### config.mk
export PLATFORM = sky130hd
export DESIGN_NAME = fp_div_seq_ctrl
export DESIGN_NICKNAME = d
export VERILOG_FILES = /design/src/rtl/fp_div_seq_ctrl.sv
export SDC_FILE = /design/constraint.sdc
export NUM_CORES = 1
export LEC_CHECK = 0
export BUFFER_PORTS_ARGS = -buffer_cell sky130_fd_sc_hd__buf_2
export CORE_MARGIN = 3
export CORE_UTILIZATION = 47
export CTS_CLUSTER_SIZE = 10
export DETAILED_ROUTE_END_ITERATION = 8
export GPL_TIMING_DRIVEN = 0
export PLACE_DENSITY = 0.78
export SLEW_MARGIN = 40
export SYNTH_ARGS = -nofsm -noshare
export SYNTH_HDL_FRONTEND = slang
export SYNTH_SLANG_ARGS = --single-unit
### constraint.sdc
create_clock -name clk -period 1.7 [get_ports clk]
set_input_delay 0.085 -clock clk [delete_from_list [all_inputs] [get_ports clk]]
set_output_delay 0.085 -clock clk [all_outputs]
set_load 0.005 [all_outputs]
### src/rtl/fp_div_seq_ctrl.sv
// Sequencer for the non-restoring mantissa divider: load, ITERS add/subtract steps,
// one remainder-correction cycle, then a held result handshake.
module fp_div_seq_ctrl #(
   parameter int ITERS = 27,
   parameter int CNT_W = 5
) (
   input  logic             clk,
   input  logic             n_rst,
   input  logic             start_valid,
   output logic             start_ready,
   input  logic             divisor_zero,
   input  logic             abort,
   input  logic             rem_sign,
   output logic             load_en,
   output logic             step_en,
   output logic             sub_nadd,
   output logic             q_bit,
   output logic             fix_en,
   output logic [CNT_W-1:0] iter_cnt,
   output logic             busy,
   output logic             done_valid,
   input  logic             done_ready,
   output logic             div_by_zero
);

   typedef enum logic [2:0] {
      IDLE = 3'd0,
      LOAD = 3'd1,
      ITER = 3'd2,
      FIX  = 3'd3,
      DONE = 3'd4
   } state_t;

   localparam logic [CNT_W-1:0] LAST_CNT = CNT_W'(ITERS - 1);

   state_t           state_reg, state_next;
   logic [CNT_W-1:0] cnt_reg, cnt_next;
   logic             op_sub_reg, op_sub_next;
   logic             rem_neg_reg, rem_neg_next;
   logic             dbz_reg, dbz_next;

   always_ff @(posedge clk) begin
      if (!n_rst) begin
         state_reg   <= IDLE;
         cnt_reg     <= '0;
         op_sub_reg  <= 1'b1;
         rem_neg_reg <= 1'b0;
         dbz_reg     <= 1'b0;
      end else begin
         state_reg   <= state_next;
         cnt_reg     <= cnt_next;
         op_sub_reg  <= op_sub_next;
         rem_neg_reg <= rem_neg_next;
         dbz_reg     <= dbz_next;
      end
   end

   always_comb begin
      state_next   = state_reg;
      cnt_next     = cnt_reg;
      op_sub_next  = op_sub_reg;
      rem_neg_next = rem_neg_reg;
      dbz_next     = dbz_reg;
      if (abort) begin
         state_next  = IDLE;
         cnt_next    = '0;
         op_sub_next = 1'b1;
         dbz_next    = 1'b0;
      end else begin
         case (state_reg)
            IDLE: begin
               if (start_valid) begin
                  if (divisor_zero) begin
                     state_next = DONE;
                     dbz_next   = 1'b1;
                  end else begin
                     state_next = LOAD;
                  end
               end
            end
            LOAD: begin
               op_sub_next = 1'b1;
               cnt_next    = '0;
               dbz_next    = 1'b0;
               state_next  = ITER;
            end
            ITER: begin
               // Next step's operation follows the sign of this step's result.
               op_sub_next  = ~rem_sign;
               rem_neg_next = rem_sign;
               if (cnt_reg == LAST_CNT) begin
                  cnt_next   = '0;
                  state_next = FIX;
               end else begin
                  cnt_next = cnt_reg + 1'b1;
               end
            end
            FIX: begin
               state_next = DONE;
            end
            DONE: begin
               if (done_ready) begin
                  state_next = IDLE;
                  dbz_next   = 1'b0;
               end
            end
            default: begin
               state_next = IDLE;
            end
         endcase
      end
   end

   assign start_ready = (state_reg == IDLE);
   assign load_en     = (state_reg == LOAD);
   assign step_en     = (state_reg == ITER);
   assign fix_en      = (state_reg == FIX) && rem_neg_reg;
   // Outside ITER the adder idles in subtract mode; FIX forces an add-back.
   assign sub_nadd    = (state_reg == ITER) ? op_sub_reg : (state_reg != FIX);
   assign q_bit       = ~rem_sign;
   assign iter_cnt    = cnt_reg;
   assign busy        = (state_reg != IDLE);
   assign done_valid  = (state_reg == DONE);
   assign div_by_zero = dbz_reg;

endmodule

* Yosys cells after proc, flatten, opt, wreduce, memory -nomap -nowiden
Cells that the tools add are included.
** Storage, ports and cells
- Flip-flop bits (word level) :: 11
- Bits of input ports :: 7
- Word-level logic and storage cells :: 41
** Operators by class
- Add/sub/neg operators :: 1
- Eq/ne operators :: 10
- Muxes and demuxes :: 13
- Bitwise operators :: 3
- Reductions and logical operators :: 9
** Operator list (number)
- $pmux 3 s5 :: 1
- $mux 3 :: 4
- $pmux 5 s2 :: 1
- $eq 3x2->1 const B :: 2
- $ne 2x1->1 const B :: 3
- $reduce_bool 3->1 :: 2
- $add 5x1->5 const B :: 1
- $eq 5x5->1 const B :: 1
- $mux 5 :: 1
- $mux 1 :: 4
- $reduce_and 4->1 :: 1
- $eq 3x1->1 const B :: 1
- $eq 3x3->1 const B :: 1
- $logic_not 3->1 :: 1
- $ne 3x2->1 const B :: 1
- $not 1->1 :: 3
- $pmux 1 s3 :: 1
- $reduce_and 3->1 :: 1
- $ne 2x2->1 const B :: 1
- $pmux 1 s2 :: 1
- $reduce_and 2->1 :: 1
- $reduce_bool 2->1 :: 1
- $reduce_or 2->1 :: 1
- $logic_and 1x1->1 :: 1

* Depth between registers and ports, before layout
- Depth after elaboration :: 3
- Mapped depth :: 6
- Depth with buffers taken out :: 5

* Worst setup path before layout
No wires, ideal clock.
- Path type :: register to register
- Start :: register state_reg[1]
- End :: register cnt_reg[2], in the netlist iter_cnt[2]
- Data arrival time :: 1.265 ns
- Path slack :: 0.307 ns
- Cell stages (with the launch flop) :: 6
- Path buffers :: 1
- Clock period less this slack :: 1.393 ns
- Path through :: dfxtp_1 > clkbuf_1 > or3b_2 > inv_1 > mux2_2 > o32ai_2
** On the way
- Longest elaborated chain between the ends :: 2
- Elaborated cells between the ends (all ways) :: 4
- Classes of those cells :: eq/ne (2); mux (1); reduce/logical (1)
** RTL lines
- start: declaration :: RTL line 36 : state_t state_reg, state_next;
- start signal: assignment :: RTL line 50 : state_reg <= state_next;
- $eq 3x1->1 (*)
- via load_en :: RTL line 14 : output logic load_en,
- $pmux 5 s2 or $reduce_bool 2->1 (tied branches)
- end signal: assignment :: RTL line 51 : cnt_reg <= cnt_next;
- end: declaration :: RTL line 37 : logic [CNT_W-1:0] cnt_reg, cnt_next;
The timed path passes the listed nets; every way through them passes the cells marked *.
A chain may end at the register's enable or synchronous reset.

* Worst setup path in the final report
- Start :: register state_reg[0]
- End :: output step_en
** On the way
- Longest elaborated chain between the ends :: 1
** RTL lines
- $eq 3x2->1 :: RTL line 116 : assign step_en = (state_reg == ITER);
- end: declaration :: RTL line 15 : output logic step_en,
Every way passes these cells.

==> impl_results.html <==
<table>
<tr><th>Metric</th><th>Value</th></tr>
<tr><th colspan="2">Outcome</th></tr>
<tr><td>Status</td><td>completed</td></tr>
<tr><th colspan="2">CTS</th></tr>
<tr><td>Maximum level of the CTS H-tree</td><td>1</td></tr>
<tr><td>CTS Hold Buffers Added</td><td>0</td></tr>
<tr><td>Cts bufs inserted</td><td>3</td></tr>
<tr><td>Maximum clock insertion buffer count</td><td>2</td></tr>
<tr><td>Cell at the root of the clock tree</td><td>sky130_fd_sc_hd__clkbuf_4</td></tr>
<tr><td>Post-cts repair resize count</td><td>0</td></tr>
<tr><td>Clk slew on worst S/H paths</td><td>70 ps</td></tr>
<tr><td>CTS tree</td><td>built</td></tr>
<tr><td>Post-CTS repair timing setup buffer count</td><td>0</td></tr>
<tr><td>Insertion delay to the later sink of the worst-skew pair</td><td>260 ps</td></tr>
<tr><td>Sinks on the clock net</td><td>11</td></tr>
<tr><th colspan="2">Timing</th></tr>
<tr><td>Fin Hold WS</td><td>83.8 ps</td></tr>
<tr><td>Final count of negative-setup-slack endpoints</td><td>0</td></tr>
<tr><td>Unrepaired setup endpoints after global routing</td><td>no</td></tr>
<tr><td>Shortest period the worst path allows</td><td>1550 ps</td></tr>
<tr><td>Normalized max-slew margin</td><td>76.3%</td></tr>
<tr><td>Final hold violations</td><td>0</td></tr>
<tr><td>Largest clock skew in the final design</td><td>4.97 ps</td></tr>
<tr><td>Total negative slack</td><td>0 ps</td></tr>
<tr><td>Timing-limited maximum frequency</td><td>0.645 GHz</td></tr>
<tr><td>Post-route clock period utilization</td><td>91.1%</td></tr>
<tr><td>Final max-slew violation count</td><td>0</td></tr>
<tr><td>Slew of the pin with the lowest slew margin</td><td>355 ps</td></tr>
<tr><th colspan="2">Detailed routing</th></tr>
<tr><td>Routed wirelength normalized by instance count</td><td>11.4 um</td></tr>
<tr><td>Ratio of routed vias to standard cells</td><td>5.31</td></tr>
<tr><td>Via count</td><td>605</td></tr>
<tr><td>Amount of wire on met3 after detailed routing</td><td>87 um</td></tr>
<tr><td>Top layer used by detailed routing</td><td>met4</td></tr>
<tr><td>Antenna-violating nets left</td><td>0</td></tr>
<tr><td>DRT Pass-1 Iters</td><td>4</td></tr>
<tr><td>Routed wire length on met2</td><td>562 um</td></tr>
<tr><td>Met1 layer wirelength in the final routing</td><td>640 um</td></tr>
<tr><td>Number of design-rule violations left by the first detailed-router iteration</td><td>11</td></tr>
<tr><td>Total wire length</td><td>1300 um</td></tr>
<tr><td>Remaining routing DRC violations</td><td>0</td></tr>
<tr><th colspan="2">Flow run</th></tr>
<tr><td>Max-cap violations</td><td>0</td></tr>
<tr><th colspan="2">Logic synthesis</th></tr>
<tr><td>Top cell type by total area after synthesis</td><td>sky130_fd_sc_hd__dfxtp_1</td></tr>
<tr><td>Asr flop ratio synth</td><td>0%</td></tr>
<tr><td>Predominant post-synthesis flop cell</td><td>sky130_fd_sc_hd__dfxtp_1</td></tr>
<tr><td>Net count after synthesis</td><td>85</td></tr>
<tr><td>Post-synthesis cell area</td><td>627 um2</td></tr>
<tr><td>Average cell area after synthesis</td><td>8.25 um2</td></tr>
<tr><td>Top cells by area, synth</td><td>sky130_fd_sc_hd__dfxtp_1, sky130_fd_sc_hd__nand3_1, sky130_fd_sc_hd__nand2_1</td></tr>
<tr><td>Cells after synthesis</td><td>76</td></tr>
<tr><td>Post-synthesis sequential area ratio</td><td>35.1%</td></tr>
<tr><td>Synth top area share</td><td>35.1%</td></tr>
<tr><td>Flops &amp; latches, synth</td><td>11</td></tr>
<tr><td>Count of warnings emitted by yosys</td><td>0</td></tr>
<tr><td>Number of library cell types mapped by synthesis</td><td>32</td></tr>
<tr><td>Post-synth EDFFs</td><td>0</td></tr>
<tr><th colspan="2">Power</th></tr>
<tr><td>Final Power</td><td>0.000488 W</td></tr>
<tr><td>Maximum vdd drop</td><td>0.000423 V</td></tr>
<tr><td>Leak Pwr</td><td>0.352 nW</td></tr>
<tr><td>Total power divided by cell area</td><td>632 mW/mm2</td></tr>
<tr><th colspan="2">GRT</th></tr>
<tr><td>First-pass GRT wire length</td><td>2200 um</td></tr>
<tr><td>Aggregate global routing overflow</td><td>0</td></tr>
<tr><td>Combined global-route utilization of all metal layers</td><td>15.5%</td></tr>
<tr><td>Initial antenna violation count</td><td>0</td></tr>
<tr><td>Maximum number of pins on one net before global-route repair</td><td>11</td></tr>
<tr><td>Via count of the first global-routing pass</td><td>533</td></tr>
<tr><th colspan="2">Critical path</th></tr>
<tr><td>Type of destination of the critical path</td><td>output pin</td></tr>
<tr><td>Critical path type</td><td>reg -&gt; out</td></tr>
<tr><td>Arr. time, crit path</td><td>1460 ps</td></tr>
<tr><td>Top fanout value on the critical path</td><td>10</td></tr>
<tr><td>Data required time at the worst endpoint</td><td>1620 ps</td></tr>
<tr><td>Worst Setup Start Kind</td><td>flop</td></tr>
<tr><th colspan="2">Die</th></tr>
<tr><td>Vertical die dimension</td><td>42.5 um</td></tr>
<tr><td>Rows</td><td>12</td></tr>
<tr><td>Effective utilization at floorplan</td><td>53.5%</td></tr>
<tr><td>Die area</td><td>0.00181 mm2</td></tr>
<tr><td>Top-level I/O count</td><td>21</td></tr>
<tr><td>Core area</td><td>0.00117 mm2</td></tr>
<tr><td>Horizontal die dimension</td><td>42.5 um</td></tr>
<tr><th colspan="2">Hold path</th></tr>
<tr><td>Path category of the worst min-delay check</td><td>in -&gt; reg</td></tr>
<tr><th colspan="2">Layout</th></tr>
<tr><td>Largest register FFs</td><td>5</td></tr>
<tr><td>Total number of nets in the final design</td><td>110</td></tr>
<tr><td>Share of cells above drive strength 1</td><td>31.0%</td></tr>
<tr><td>Ant diodes</td><td>0</td></tr>
<tr><td>P&amp;R area growth vs syn</td><td>23.4%</td></tr>
<tr><th colspan="2">Place</th></tr>
<tr><td>Placer Congestion</td><td>0.762</td></tr>
<tr><td>Quantity of I/O buffers inserted on ports</td><td>20</td></tr>
<tr><td>DP HPWL</td><td>1000 um</td></tr>
</table>
-- metrics by stage --
stage	instance area (um2)	cells	utilization [%]	worst slack, ps
2_1_floorplan	627	76	-	307
3_3_place_gp	744	110	63.6	222
3_5_place_dp	744	110	63.6	205
4_1_cts	771	114	65.8	57.9
5_1_grt	773	114	66.0	70.6
6_report	773	114	66.0	151
-- metal layers --
layer / GRT usage [%] / up-vias
met4: 7.45 / 0
met5: 0 / -
li1: - / 311
met3: 3.00 / 2
met1: 21.1 / 276
met2: 23.1 / 16
-- worst paths after layout --
kind / from / endpoint / slack, ps / depth (start not counted)
worst max register to register: state_reg[0]$_SDFFE_PP0P_ / iter_cnt[2]$_SDFFE_PP0P_ / 230 / 6
worst min-delay path: n_rst / rem_neg_reg$_SDFFE_PN0P_ / 80 / 2
worst min register to register: rem_neg_reg$_SDFFE_PN0P_ / rem_neg_reg$_SDFFE_PN0P_ / 470 / 2
worst max-delay path: state_reg[0]$_SDFFE_PP0P_ / step_en / 150 / 5
-- where the power goes --
part	total [W]	internal [W]	switching, W
combinational	0.0000498	0.0000239	0.0000259
sequential	0.000262	0.000260	0.00000116
clock	0.000177	0.0000907	0.0000864
total	0.000488	0.000375	0.000114
-- synth_stat cells (3+ instances only) --
cell	instances
sky130_fd_sc_hd__nand2b_1	3
sky130_fd_sc_hd__nand3_1	6
sky130_fd_sc_hd__nor3_1	3
sky130_fd_sc_hd__a21oi_1	5
sky130_fd_sc_hd__nand2_1	7
sky130_fd_sc_hd__dfxtp_1	11
sky130_fd_sc_hd__nor2_1	4
sky130_fd_sc_hd__inv_1	6
-- kinds of logic after synthesis --
group                      after synthesis  share of synthesized area, %
AOI/OAI and AO/OA                       15                          16.4
and+or+nand+nor                         34                          30.7
buffers and inverters                   11                          9.18
muxes                                    1                          1.80
adders and majority gates                2                          3.99
xor gates and xnor gates                 2                          2.79
DFF                                     11                          35.1
-- area by class of cell --
cell class	instances	area [um2]
flip-flops and latches	11	220
clock buffers	4	26.3
plain buffers	4	31.3
multi-input cells	54	352
well taps	14	17.5
fillers	105	398
inverters	7	26.3
repair buffers	20	100
-- critical path, cell delays in order, from the launching register on --
cell and delay (ps):
sky130_fd_sc_hd__dfxtp_1 300, sky130_fd_sc_hd__buf_2 160, sky130_fd_sc_hd__or3b_4 380, sky130_fd_sc_hd__buf_6 150, sky130_fd_sc_hd__inv_2 100, sky130_fd_sc_hd__buf_2 120
-- cell usage in the layout (no fill, tap or decap), types with 2 or more instances in the layout --
master                     instances
sky130_fd_sc_hd__or3b_4            2
sky130_fd_sc_hd__nand2b_1          3
sky130_fd_sc_hd__o21ai_0           2
sky130_fd_sc_hd__or3_1             2
sky130_fd_sc_hd__nand3b_1          2
sky130_fd_sc_hd__nand2_1           7
sky130_fd_sc_hd__xor2_1            2
sky130_fd_sc_hd__nor3_1            3
sky130_fd_sc_hd__a21oi_1           5
sky130_fd_sc_hd__clkbuf_4          3
sky130_fd_sc_hd__nand3_1           6
sky130_fd_sc_hd__buf_6             2
sky130_fd_sc_hd__dfxtp_1          11
sky130_fd_sc_hd__o22ai_1           2
sky130_fd_sc_hd__nor2_1            4
sky130_fd_sc_hd__buf_2            21
sky130_fd_sc_hd__clkbuf_1          2
sky130_fd_sc_hd__inv_1             6
sky130_fd_sc_hd__ha_1              2
(Power assumes the default switching activity.)
